`src/rtl/axi_ram_arb2.sv`:
```
// Two-port AXI4 arbiter in front of a single AXI4 RAM slave.
// Write (AW/W/B) and read (AR/R) paths are arbitrated independently, round-robin, no buffering.
module axi_ram_arb2 #(
  parameter int DATA_WIDTH = 32,
  parameter int ADDR_WIDTH = 32,
  parameter int STRB_WIDTH = DATA_WIDTH / 8,
  parameter int ID_WIDTH   = 8
) (
  input  logic                  clk,
  input  logic                  rst,
  // port 0
  input  logic [ID_WIDTH-1:0]   s0_axi_awid,
  input  logic [ADDR_WIDTH-1:0] s0_axi_awaddr,
  input  logic [7:0]            s0_axi_awlen,
  input  logic [2:0]            s0_axi_awsize,
  input  logic [1:0]            s0_axi_awburst,
  input  logic                  s0_axi_awlock,
  input  logic [3:0]            s0_axi_awcache,
  input  logic [2:0]            s0_axi_awprot,
  input  logic                  s0_axi_awvalid,
  output logic                  s0_axi_awready,
  input  logic [DATA_WIDTH-1:0] s0_axi_wdata,
  input  logic [STRB_WIDTH-1:0] s0_axi_wstrb,
  input  logic                  s0_axi_wlast,
  input  logic                  s0_axi_wvalid,
  output logic                  s0_axi_wready,
  output logic [ID_WIDTH-1:0]   s0_axi_bid,
  output logic [1:0]            s0_axi_bresp,
  output logic                  s0_axi_bvalid,
  input  logic                  s0_axi_bready,
  input  logic [ID_WIDTH-1:0]   s0_axi_arid,
  input  logic [ADDR_WIDTH-1:0] s0_axi_araddr,
  input  logic [7:0]            s0_axi_arlen,
  input  logic [2:0]            s0_axi_arsize,
  input  logic [1:0]            s0_axi_arburst,
  input  logic                  s0_axi_arlock,
  input  logic [3:0]            s0_axi_arcache,
  input  logic [2:0]            s0_axi_arprot,
  input  logic                  s0_axi_arvalid,
  output logic                  s0_axi_arready,
  output logic [ID_WIDTH-1:0]   s0_axi_rid,
  output logic [DATA_WIDTH-1:0] s0_axi_rdata,
  output logic [1:0]            s0_axi_rresp,
  output logic                  s0_axi_rlast,
  output logic                  s0_axi_rvalid,
  input  logic                  s0_axi_rready,
  // port 1
  input  logic [ID_WIDTH-1:0]   s1_axi_awid,
  input  logic [ADDR_WIDTH-1:0] s1_axi_awaddr,
  input  logic [7:0]            s1_axi_awlen,
  input  logic [2:0]            s1_axi_awsize,
  input  logic [1:0]            s1_axi_awburst,
  input  logic                  s1_axi_awlock,
  input  logic [3:0]            s1_axi_awcache,
  input  logic [2:0]            s1_axi_awprot,
  input  logic                  s1_axi_awvalid,
  output logic                  s1_axi_awready,
  input  logic [DATA_WIDTH-1:0] s1_axi_wdata,
  input  logic [STRB_WIDTH-1:0] s1_axi_wstrb,
  input  logic                  s1_axi_wlast,
  input  logic                  s1_axi_wvalid,
  output logic                  s1_axi_wready,
  output logic [ID_WIDTH-1:0]   s1_axi_bid,
  output logic [1:0]            s1_axi_bresp,
  output logic                  s1_axi_bvalid,
  input  logic                  s1_axi_bready,
  input  logic [ID_WIDTH-1:0]   s1_axi_arid,
  input  logic [ADDR_WIDTH-1:0] s1_axi_araddr,
  input  logic [7:0]            s1_axi_arlen,
  input  logic [2:0]            s1_axi_arsize,
  input  logic [1:0]            s1_axi_arburst,
  input  logic                  s1_axi_arlock,
  input  logic [3:0]            s1_axi_arcache,
  input  logic [2:0]            s1_axi_arprot,
  input  logic                  s1_axi_arvalid,
  output logic                  s1_axi_arready,
  output logic [ID_WIDTH-1:0]   s1_axi_rid,
  output logic [DATA_WIDTH-1:0] s1_axi_rdata,
  output logic [1:0]            s1_axi_rresp,
  output logic                  s1_axi_rlast,
  output logic                  s1_axi_rvalid,
  input  logic                  s1_axi_rready,
  // downstream RAM
  output logic [ID_WIDTH-1:0]   m_axi_awid,
  output logic [ADDR_WIDTH-1:0] m_axi_awaddr,
  output logic [7:0]            m_axi_awlen,
  output logic [2:0]            m_axi_awsize,
  output logic [1:0]            m_axi_awburst,
  output logic                  m_axi_awlock,
  output logic [3:0]            m_axi_awcache,
  output logic [2:0]            m_axi_awprot,
  output logic                  m_axi_awvalid,
  input  logic                  m_axi_awready,
  output logic [DATA_WIDTH-1:0] m_axi_wdata,
  output logic [STRB_WIDTH-1:0] m_axi_wstrb,
  output logic                  m_axi_wlast,
  output logic                  m_axi_wvalid,
  input  logic                  m_axi_wready,
  input  logic [ID_WIDTH-1:0]   m_axi_bid,
  input  logic [1:0]            m_axi_bresp,
  input  logic                  m_axi_bvalid,
  output logic                  m_axi_bready,
  output logic [ID_WIDTH-1:0]   m_axi_arid,
  output logic [ADDR_WIDTH-1:0] m_axi_araddr,
  output logic [7:0]            m_axi_arlen,
  output logic [2:0]            m_axi_arsize,
  output logic [1:0]            m_axi_arburst,
  output logic                  m_axi_arlock,
  output logic [3:0]            m_axi_arcache,
  output logic [2:0]            m_axi_arprot,
  output logic                  m_axi_arvalid,
  input  logic                  m_axi_arready,
  input  logic [ID_WIDTH-1:0]   m_axi_rid,
  input  logic [DATA_WIDTH-1:0] m_axi_rdata,
  input  logic [1:0]            m_axi_rresp,
  input  logic                  m_axi_rlast,
  input  logic                  m_axi_rvalid,
  output logic                  m_axi_rready
);

  typedef enum logic [1:0] {W_IDLE, W_ADDR, W_DATA, W_RESP} w_state_e;
  typedef enum logic [1:0] {R_IDLE, R_ADDR, R_DATA} r_state_e;

  w_state_e w_state_q, w_state_d;
  r_state_e r_state_q, r_state_d;
  // Selected port while busy; in IDLE the same bit is the last-granted pointer.
  logic     w_sel_q, w_sel_d;
  logic     r_sel_q, r_sel_d;

  always_ff @(posedge clk) begin
    if (rst) begin
      w_state_q <= W_IDLE;
      r_state_q <= R_IDLE;
      w_sel_q   <= 1'b1;
      r_sel_q   <= 1'b1;
    end else begin
      w_state_q <= w_state_d;
      r_state_q <= r_state_d;
      w_sel_q   <= w_sel_d;
      r_sel_q   <= r_sel_d;
    end
  end

  // Next-state: port 1 wins if it is the lone requester or port 0 was granted last.
  always_comb begin
    w_state_d = w_state_q;
    w_sel_d   = w_sel_q;
    unique case (w_state_q)
      W_IDLE: if (s0_axi_awvalid || s1_axi_awvalid) begin
        w_sel_d   = s1_axi_awvalid && (!s0_axi_awvalid || !w_sel_q);
        w_state_d = W_ADDR;
      end
      W_ADDR: if (m_axi_awvalid && m_axi_awready) w_state_d = W_DATA;
      W_DATA: if (m_axi_wvalid && m_axi_wready && m_axi_wlast) w_state_d = W_RESP;
      W_RESP: if (m_axi_bvalid && m_axi_bready) w_state_d = W_IDLE;
    endcase
  end

  always_comb begin
    r_state_d = r_state_q;
    r_sel_d   = r_sel_q;
    unique case (r_state_q)
      R_IDLE: if (s0_axi_arvalid || s1_axi_arvalid) begin
        r_sel_d   = s1_axi_arvalid && (!s0_axi_arvalid || !r_sel_q);
        r_state_d = R_ADDR;
      end
      R_ADDR: if (m_axi_arvalid && m_axi_arready) r_state_d = R_DATA;
      R_DATA: if (m_axi_rvalid && m_axi_rready && m_axi_rlast) r_state_d = R_IDLE;
      default: r_state_d = R_IDLE;
    endcase
  end

  // Write outputs: payload always muxed, handshakes gated by state and grant.
  always_comb begin
    m_axi_awid     = w_sel_q ? s1_axi_awid    : s0_axi_awid;
    m_axi_awaddr   = w_sel_q ? s1_axi_awaddr  : s0_axi_awaddr;
    m_axi_awlen    = w_sel_q ? s1_axi_awlen   : s0_axi_awlen;
    m_axi_awsize   = w_sel_q ? s1_axi_awsize  : s0_axi_awsize;
    m_axi_awburst  = w_sel_q ? s1_axi_awburst : s0_axi_awburst;
    m_axi_awlock   = w_sel_q ? s1_axi_awlock  : s0_axi_awlock;
    m_axi_awcache  = w_sel_q ? s1_axi_awcache : s0_axi_awcache;
    m_axi_awprot   = w_sel_q ? s1_axi_awprot  : s0_axi_awprot;
    m_axi_wdata    = w_sel_q ? s1_axi_wdata   : s0_axi_wdata;
    m_axi_wstrb    = w_sel_q ? s1_axi_wstrb   : s0_axi_wstrb;
    m_axi_wlast    = w_sel_q ? s1_axi_wlast   : s0_axi_wlast;
    s0_axi_bid     = m_axi_bid;
    s1_axi_bid     = m_axi_bid;
    s0_axi_bresp   = m_axi_bresp;
    s1_axi_bresp   = m_axi_bresp;
    m_axi_awvalid  = 1'b0;
    m_axi_wvalid   = 1'b0;
    m_axi_bready   = 1'b0;
    s0_axi_awready = 1'b0;
    s1_axi_awready = 1'b0;
    s0_axi_wready  = 1'b0;
    s1_axi_wready  = 1'b0;
    s0_axi_bvalid  = 1'b0;
    s1_axi_bvalid  = 1'b0;
    unique case (w_state_q)
      W_ADDR: begin
        m_axi_awvalid  = w_sel_q ? s1_axi_awvalid : s0_axi_awvalid;
        s0_axi_awready = !w_sel_q && m_axi_awready;
        s1_axi_awready = w_sel_q && m_axi_awready;
      end
      W_DATA: begin
        m_axi_wvalid  = w_sel_q ? s1_axi_wvalid : s0_axi_wvalid;
        s0_axi_wready = !w_sel_q && m_axi_wready;
        s1_axi_wready = w_sel_q && m_axi_wready;
      end
      W_RESP: begin
        m_axi_bready  = w_sel_q ? s1_axi_bready : s0_axi_bready;
        s0_axi_bvalid = !w_sel_q && m_axi_bvalid;
        s1_axi_bvalid = w_sel_q && m_axi_bvalid;
      end
      default: ;
    endcase
  end

  always_comb begin
    m_axi_arid     = r_sel_q ? s1_axi_arid    : s0_axi_arid;
    m_axi_araddr   = r_sel_q ? s1_axi_araddr  : s0_axi_araddr;
    m_axi_arlen    = r_sel_q ? s1_axi_arlen   : s0_axi_arlen;
    m_axi_arsize   = r_sel_q ? s1_axi_arsize  : s0_axi_arsize;
    m_axi_arburst  = r_sel_q ? s1_axi_arburst : s0_axi_arburst;
    m_axi_arlock   = r_sel_q ? s1_axi_arlock  : s0_axi_arlock;
    m_axi_arcache  = r_sel_q ? s1_axi_arcache : s0_axi_arcache;
    m_axi_arprot   = r_sel_q ? s1_axi_arprot  : s0_axi_arprot;
    s0_axi_rid     = m_axi_rid;
    s1_axi_rid     = m_axi_rid;
    s0_axi_rdata   = m_axi_rdata;
    s1_axi_rdata   = m_axi_rdata;
    s0_axi_rresp   = m_axi_rresp;
    s1_axi_rresp   = m_axi_rresp;
    s0_axi_rlast   = m_axi_rlast;
    s1_axi_rlast   = m_axi_rlast;
    m_axi_arvalid  = 1'b0;
    m_axi_rready   = 1'b0;
    s0_axi_arready = 1'b0;
    s1_axi_arready = 1'b0;
    s0_axi_rvalid  = 1'b0;
    s1_axi_rvalid  = 1'b0;
    unique case (r_state_q)
      R_ADDR: begin
        m_axi_arvalid  = r_sel_q ? s1_axi_arvalid : s0_axi_arvalid;
        s0_axi_arready = !r_sel_q && m_axi_arready;
        s1_axi_arready = r_sel_q && m_axi_arready;
      end
      R_DATA: begin
        m_axi_rready  = r_sel_q ? s1_axi_rready : s0_axi_rready;
        s0_axi_rvalid = !r_sel_q && m_axi_rvalid;
        s1_axi_rvalid = r_sel_q && m_axi_rvalid;
      end
      default: ;
    endcase
  end

endmodule
```
`config.mk`:
```
export PLATFORM = sky130hd
export DESIGN_NAME = axi_ram_arb2
export DESIGN_NICKNAME = d
export VERILOG_FILES = /design/src/rtl/axi_ram_arb2.sv
export SDC_FILE = /design/constraint.sdc
export NUM_CORES = 1
export LEC_CHECK = 0
export ABC_AREA = 1
export BUFFER_PORTS_ARGS = -buffer_cell sky130_fd_sc_hd__buf_2
export CAP_MARGIN = 40
export CORE_AREA = 2 2 259 261
export CTS_BUF_LIST = sky130_fd_sc_hd__clkbuf_2
export CTS_CLUSTER_DIAMETER = 40
export DETAILED_ROUTE_END_ITERATION = 12
export DIE_AREA = 0 0 261 263
export HOLD_SLACK_MARGIN = 0.15
export SLEW_MARGIN = 0
export SYNTH_ARGS = -nofsm -noshare
export SYNTH_HDL_FRONTEND = slang
export SYNTH_SLANG_ARGS = --single-unit
export TNS_END_PERCENT = 30
```
`constraint.sdc`:
```
create_clock -name clk -period 1.05 [get_ports clk]
set_input_delay 0.105 -clock clk [delete_from_list [all_inputs] [get_ports clk]]
set_output_delay 0.105 -clock clk [all_outputs]
set_load 0.02 [all_outputs]
```
Word-level counts from Yosys, hierarchy flattened. Index checks and enable logic that the tools add are counted.

Output and inout port bits: 280. Register bits after elaboration: 6. Input bits: 388.

Multiplexer cells: 48. Equality and inequality tests: 12. Reductions and logical operators: 33.

Operator list (number): two-way mux 32 bit (3); two-way mux 8 bit (4); two-way mux 1 bit (23); logical AND 1 bit (19); two-way mux 2 bit (9); inequality test 2 bit, second input constant (7); two-way mux 3 bit (4); two-way mux 4 bit (3); case mux 2 bit (4 select lines) (1); equality test 2 bit, second input constant (3); case mux 2 bit (3 select lines) (1); equality test 2 x 1 -> 1 bit, second input constant (2); zero test 1 bit (4); zero test 2 bit (2); logical OR 1 bit (4); AND reduction 2 bit (2); AND reduction 4 bit (1); AND reduction 3 bit (1).

Logic depth before layout (Yosys ltp). Gate-level depths: netlist of run 1.

Depth after elaboration: 6. Gate-level depth with buffers: 10. Gate-level depth less buffers: 9.

Worst setup path after synthesis of run 1. Ideal clock, no wire load.

Path kind: reg-to-output. Start: reg w_sel_q. End: out s0_axi_awready. Path buffers: 3. Stages on the path, launching flop included: 5. Data arrival time: 1238 ps. Required time: 945 ps. Slack: -293 ps. Cell sequence: dfxtp_1 buf_6 buf_2 buf_2 nor3_1.

Word-level cells in the longest chain between the ends: 3.

Ends and longest elaborated chain: start: declaration (RTL line 127) `logic w_sel_q, w_sel_d;`; start signal: assignment (RTL line 139) `w_sel_q <= w_sel_d;`; zero test 1 bit (RTL line 202) `s0_axi_awready = !w_sel_q && m_axi_awready;`; logical AND 1 bit (RTL line 202); two-way mux 1 bit (RTL line 199) `unique case (w_state_q)`; end: declaration (RTL line 21) `output logic s0_axi_awready,`.

Every way passes these cells.

Final worst setup path of run 1.
Start: reg w_sel_q. End: out m_axi_awaddr[22].

Word-level cells in the longest chain between the ends: 1.

Ends and longest elaborated chain: two-way mux 32 bit (RTL line 176) `m_axi_awaddr = w_sel_q ? s1_axi_awaddr : s0_axi_awaddr;`; end: declaration (RTL line 85) `output logic [ADDR_WIDTH-1:0] m_axi_awaddr,`.

Every way passes these cells.

==> results of run 1 <==
placed cells by master, fill, tap and decap left out, drive strengths merged:
cell and instances:
a21oi 7, a311o 1, and2 1, buf 563, bufbuf 1, clkbuf 7, dfxtp 6, diode 1
dlygate4sd3 3, ha 5, inv 26, mux2i 1, nand2 492, nand3 3, nand4 2, nor2 14
nor3 11, o211ai 1, o21ai 3, o21bai 1
metal layers:
layer | vias up | track usage, % | part of all wire (%)
met5 | - | 0 | 0.053
met4 | 2 | 3.65 | 5.7
met3 | 75 | 1.91 | 12
met2 | 396 | 11.9 | 48
met1 | 2466 | 6.16 | 34
li1 | 2892 | - | -
logic make-up (layout without fill, tap and decap cells):
| logic type | after synthesis | after routing | synth area share (%) |
|---|---|---|---|
| AO/OA/AOI/OAI | 13 | 13 | 2.67 |
| adder cells (fa/ha/maj) | 5 | 5 | 1.85 |
| multiplexers | 1 | 1 | 0.296 |
| flip-flops | 6 | 6 | 3.55 |
| buffers and inverters | 169 | 600 | 32.1 |
| other | 0 | 1 | 0 |
| AND/OR/NAND/NOR | 523 | 523 | 59.6 |
registers in the layout, indices dropped and copies added (netlist names):
name	cells
r_state_q	2
w_state_q	2
r_sel_q	1
w_sel_q	1
layout make-up:
class / count / area, µm²
clock buffer: 4 / 20.0
multi-input combinational: 542 / 2600
timing repair buffer: 570 / 4000
tap: 864 / 1080
antenna: 1 / 2.50
sequential: 6 / 138
fill: 7602 / 57700
inverter: 26 / 120
per-stage QoR:
stage,TNS (ns),area (µm²)
final,-64.58,7960
after global routing,-76.83,7960
after CTS,-71.76,7680
after detailed placement,-22.62,6620
after global placement,-22.05,6620
after floorplan,-6.82,3610
final timing paths:
path	cells past startpoint	end	slack, ns
min reg2reg	2	w_state_q[1]$_SDFFE_PP0P_	0.55
min	3	r_state_q[1]$_SDFFE_PP0P_	0.17
max	5	m_axi_awaddr[22]	-0.46
max reg2reg	10	w_state_q[1]$_SDFFE_PP0P_	-0.29
power by group through the flow:
stage          Combinational, W  Clock (W)  Sequential [W]
6_report                0.00971   0.000235        0.000433
5_1_grt                  0.0105   0.000250        0.000445
4_1_cts                 0.00929   0.000255        0.000435
3_5_place_dp            0.00765          0        0.000408
3_3_place_gp            0.00768          0        0.000404
2_1_floorplan           0.00518          0        0.000375
what timing repair did:
action | CTS | global route
endpoints found under the setup margin | 180 | 179
pin swaps | 38 | 21
resized for setup | 245 | 88
endpoints found under the hold margin | 4 | 0
cloned | 5 | 1
buffers inserted | 14 | 0
hold buffers | 3 | 0
worst reg2reg max path, stage by stage, from the launching register on:
cell and delay (ns):
dfxtp_4 0.42, inv_8 0.07, buf_4 0.16, nand2_1 0.10
nand2_1 0.07, a21oi_2 0.14, inv_1 0.06, nand2_2 0.06
nor2_2 0.04, nor2_1 0.09, nor2_1 0.04
==> results.md, run 1 <==
- Outcome: complete, but fails checks
- Failing checks: negative setup slack
- Chip height: around 260 µm
- Dpl cells: just under 2k
- Worst Path Arrival: roughly 1.4 ns
- Initial antenna violation count: 7
- Wire per inst: 12.2 µm
- Hold path start: m_axi_arready
- Non-Filler Instances: between 2k and 2.5k
- Htree depth: 1
- NetSw: between 0.005 and 0.006 W
- Post-synth EDFFs: 0
- CP most frequent cell: nand2_2
- Count leader, synth: nand2_1
- Initial Util: under 10%
- Die Width: 261 µm
- Worst Tran Pin Value: between 0.2 and 0.3 ns
- Hold Worst Slack: between 0.15 and 0.2 ns
- Nets: about 1.5k
- Largest net degree at the start of global routing: 32
- CP required: between 0.9 and 1 ns
- Top cells by area, synth: nand2_1, buf_4, buf_2, dfxtp_1, inv_1
- CP max stage delay: ~0.42 ns
- Leakage Power: 4.43 nW
- CP Launch Point: w_sel_q$_SDFFE_PP1P_
- Drt initial violations: around 230
- Cells after synthesis: just over 700
- Number of max-cap violations: 0
- Num CTS Buffers: 3
- #FFs+latches synth: 6
- Netlist cell types: 26
- Site Rows: 94
- Most used flip-flop cell after synthesis: dfxtp_1
- RSZ-0062 raised after global routing: true
- Final global-route overflow total: 0
- Kind of start point of the critical path: flop
- Die area: 0.0686 mm²
- Final setup fails: roughly 180
- Worst path buffer plus inverter count: 3
- Ports: 668
- Worst setup EP type: primary output
- Yosys warnings: 0
- Total Routing Usage GR: around 6.4%
- Power share of the clock group: roughly 2.3%
- Clock buffer depth: 2
- Finished Core Util: 12.1%
- Synth area leader: nand2_1
- First-pass GRT wire length: 32.6 mm
- Clock Sinks: 6
- Clock Tree Root: clkbuf_2
- Drt first pass iters: 6
- Max Freq: 662 MHz
- Yosys top cell area share: 54.1%
- Layout area overhead: 136%
- Post-Synthesis Cell Area: roughly 0.0034 mm²
- Syn Nets: roughly 1.1k
- Worst-path cell chain: buf_12 -> buf_16 -> nand2_2 -> nand2_2 -> buf_2
- Share of cells above drive strength 1: between 60 and 70%
- Final antenna-violating net count: 0
- Worst-skew pair later-pin latency: roughly 0.26 ns
- Power per Cell Area: between 1000 and 1500 mW/mm²
- # port buffers: just over 500
- Synth top cells by count: nand2_1, buf_4, buf_2
- Average size of a mapped cell: about 4.7 µm²
- Slowest-stage cell, CP: dfxtp_4
- Part of the power in registers: under 10%
- WS Path Type: reg2out
- Vias per cell: around 2.9
- VDD IR-drop max: around 0.66 mV
- Tmin final: around 1.5 ns
- Routed wire length: about 25 mm
- Asr flop ratio synth: 0%
- Hold crit path type: in2reg
- Pwr Total: ~0.010 W
- CP top delay family: buffers and inverters
- Hold Vio Cnt, Final: 0
- R2R Path Start: w_sel_q$_SDFFE_PP1P_
- Routability cong.: 0.842
- Int Power: ~0.0047 W
- Number of global-route vias before repair: approximately 5.6k
- Detail Placement HPWL: roughly 20 mm
- Post-Route Skew: 0.000257 ns
- Max_slew headroom: approximately four fifths
- Logic pwr share: between 90% and 100%
- Core area: 0.0656 mm²
- Switching Share: between 50% and 60%
- Crit share post-route: 144%
- TritonCTS clock tree: built
- Vias: approximately 5.8k
- CP max FO: 14
- Pre-CTS WS: -0.265 ns
- Clk slew on worst S/H paths: ~0.10 ns
- Max-slew violations: 0
- DRC: 0
- Smallest setup slack after layout: -0.461 ns
- Sequential area share after synthesis: approximately 3.6%
Note: power is estimated with default switching activity, not from simulation.
==> run 2: changes to the inputs <==
--- a/config.mk
+++ b/config.mk
@@ -8,12 +8,15 @@
 export ABC_AREA = 1
 export BUFFER_PORTS_ARGS = -buffer_cell sky130_fd_sc_hd__buf_2
 export CAP_MARGIN = 40
-export CORE_AREA = 2 2 259 261
+export CELL_PAD_IN_SITES_DETAIL_PLACEMENT = 1
+export CELL_PAD_IN_SITES_GLOBAL_PLACEMENT = 1
+export CORE_AREA = 2 2 261 263
 export CTS_BUF_LIST = sky130_fd_sc_hd__clkbuf_2
 export CTS_CLUSTER_DIAMETER = 40
 export DETAILED_ROUTE_END_ITERATION = 12
-export DIE_AREA = 0 0 261 263
-export HOLD_SLACK_MARGIN = 0.15
+export DIE_AREA = 0 0 263 265
+export PLACE_DENSITY_LB_ADDON = 0.1
+export SETUP_SLACK_MARGIN = 0.15
 export SLEW_MARGIN = 0
 export SYNTH_ARGS = -nofsm -noshare
 export SYNTH_HDL_FRONTEND = slang
==> run 2 against run 1 <==
  * The flow still finishes with violations (negative setup slack)
  * Clock power shrank 9.4%
  * Sequential share of layout area shrank 0.14 points
  * Combinational power grew 15%
  * Cell count grew 0.35%
  * Core utilization grew 0.58 points
  * Maximum frequency grew 2.3%
  * Non-clock buffer count shrank 4
  * Final area grew 6.7%
  * Power grew 14%
  * Clock skew is essentially flat
  * Via count grew 0.10%
  * Flip-flop and latch count is the same
==> results.md, run 2 (synthesis gave the netlist of run 1 again) <==
- Worst Tran Pin Value: 0.287 ns (+0.00666 ns)
- Smallest setup slack after layout: -0.428 ns (+0.0338 ns)
- Hold path start: rst
- Worst R2R End: w_state_q[1]$_SDFFE_PP0P_
- Routing usage on met3: 2.88% (+0.97 points)
- VDD IR-drop max: 0.288 mV (-56%)
- Drt initial violations: 133 (-42%)
- Detail Placement HPWL: 26.1 mm (+33%)
- Met2 GRT Util: 16.1% (+4.3 points)
- Initial antenna violation count: 10 (+3)
- Layout area overhead: 151%
- Post-Route Skew: 0.000200 ns (-0.0000577 ns)
- Hold Worst Slack: 0.130 ns (-0.0436 ns)
- Worst Path Arrival: 1.37 ns (-0.04 ns)
- Tmin final: 1.48 ns (-0.0338 ns)
- RSZ-0062 raised after global routing: true
- Leakage Power: 4.70 nW (+6.1%)
- Site Rows: 95 (+1.1%)
- Outcome: complete, but fails checks
- Hold-fix buffers, CTS: 0 (-3)
- DP Area: 0.00693 mm² (+4.6%)
- Clock Tree Root: clkbuf_2
- Die Width: 263 µm (+0.77%)
- TritonCTS clock tree: built
- Htree depth: 1 (unchanged)
- Worst-skew pair later-pin latency: 0.23 ns (-0.03 ns)
- Clock Sinks: 6 (unchanged)
- Clock buffer depth: 2 (unchanged)
- Total Routing Usage GR: 8.11% (+1.7 points)
- Final antenna-violating net count: 0 (unchanged)
- R2R Path Start: w_sel_q$_SDFFE_PP1P_
- WHS Path Cells: 2 (-1)
- Num CTS Buffers: 3 (unchanged)
- Nets: 1538 (-0.26%)
- Max Freq: 677 MHz (+2.3%)
- GR peak layer: met2
- Reg2Reg Depth: 10 (unchanged)
- WS Path Type: reg2out
- Core area: 0.0668 mm² (+1.8%)
- Die area: 0.0697 mm² (+1.5%)
- Largest net degree at the start of global routing: 49 (+53%)
- Biggest regs: r_state_q: 2 flops, w_state_q: 2 flops
- Kind of start point of the critical path: flop
- Commonest non-fill, non-tap cell in the layout: buf_2
- Share of cells above drive strength 1: 67.6% (+6.1 points)
- Finished Core Util: 12.7% (+0.58 points)
- # port buffers: 511 (unchanged)
- Vias: 5837 (+0.10%)
- Leading cell types in the layout, fill and taps excluded: buf_2, nand2_1, nand2_2
- CP Launch Point: w_sel_q$_SDFFE_PP1P_
- Number of max-cap violations: 0 (unchanged)
- Final setup fails: 179 (unchanged)
- Initial Util: 5.06% (-0.090 points)
- Hold crit path type: in2reg
- CP required: 0.94 ns (about the same)
- Worst setup EP type: primary output
- Final global-route overflow total: 0 (unchanged)
- Vias per cell: 2.89 (-0.24%)
- WHS Endpoint: r_state_q[0]$_SDFFE_PP0P_
- Drt first pass iters: 4 (-2)
- Wire per inst: 15.3 µm (+26%)
- Dpl cells: 1991 (+0.25%)
- Crit share post-route: 141% (-3.2 points)
- Sequential Area: 135 µm² (-1.8%)
- Max_slew headroom: 80.7% (-0.45 points)
- Max-slew violations: 0 (unchanged)
- FILL cells: 8231 (+8.3%)
- Non-Filler Instances: 2020 (+0.35%)
- CP max FO: 8 (-6)
- Final instance area: 0.00850 mm² (+6.7%)
- Clk slew on worst S/H paths: 0.09 ns (about the same)
- Ports: 668 (unchanged)
- Power per Cell Area: 1400 mW/mm² (+7.1%)
- Number of global-route vias before repair: 6138 (+9.1%)
- Hold Vio Cnt, Final: 0 (unchanged)
- Routed wire length: 31.0 mm (+26%)
- Multi-input gate area: 0.00298 mm² (+14%)
- First-pass GRT wire length: 42.3 mm (+30%)
- Failing checks: negative setup slack
- Flop2flop setup slack: -0.38 ns (-0.09 ns)
- Met1 Use GR: 8.21% (+2.1 points)
- Chip height: 265 µm (+0.76%)
- Routability cong.: 0.760 (-9.7%)
- Pwr Total: 0.0119 W (+14%)
- DRC: 0 (unchanged)
-- run 2: cell count changes in the layout (fill, tap and decap cells not counted), moves of 8 or more --
cell | previous run | this run
nand2_1 | 400 | 328
nand2_4 | 6 | 49
nand2_2 | 86 | 115
buf_2 | 381 | 362
buf_12 | 9 | 18
buf_4 | 68 | 76
-- run 2: stage by stage --
stage                     setup TNS (ns)  setup WS (ns)
after floorplan                    -4.89        -0.0649
after global placement            -21.81         -0.265
after detailed placement          -22.51         -0.241
after CTS                         -68.66         -0.483
after global routing              -79.34         -0.528
final                             -58.50         -0.428
-- run 2: how the worst max path moves through the flow --
stage / to / slack (ns)
floorplan: r_state_q[0]$_SDFFE_PP0P_ / -0.06
global placement: w_state_q[0]$_SDFFE_PP0P_ / -0.27
detailed placement: w_state_q[1]$_SDFFE_PP0P_ / -0.24
CTS: m_axi_wdata[25] / -0.48
global route: m_axi_bready / -0.53
finish: m_axi_awaddr[6] / -0.43
-- run 2: timing repair --
action / in CTS / in global routing
resized for setup: 144 / 259
setup buffers: 3 / 11
hold endpoints to repair: 0 / 0
cloned: 1 / 7
endpoints found under the setup margin: 180 / 180
pin swaps: 13 / 33
-- run 2: worst max-delay path, cell delays in order, from the launching register on --
cell	delay [ns]
dfxtp_4	0.41
buf_12	0.18
buf_12	0.13
clkbuf_16	0.15
nand2_1	0.05
nand2_1	0.07
buf_6	0.12
-- run 2: power by group --
part | switching, W | internal, W
sequential | 0.000106 | 0.000305
combinational | 0.00609 | 0.00515
clock | 0.000112 | 0.000101
total | 0.00631 | 0.00556
-- run 2: cell type report --
class                   count  share of cell area (%)
diodes                      3                  0.0884
well taps                 873                    12.9
repair buffers            566                    48.8
flip-flops and latches      6                    1.59
inverters                  26                    1.38
multi-input cells         542                    35.0
clock buffers               4                   0.236
-- run 2: per-layer routing --
layer / routed length [µm] / vias to the layer above
met2: 17400 / 252
li1: - / 2888
met3: 2310 / 36
met1: 10900 / 2651
met5: 61 / -
met4: 336 / 10
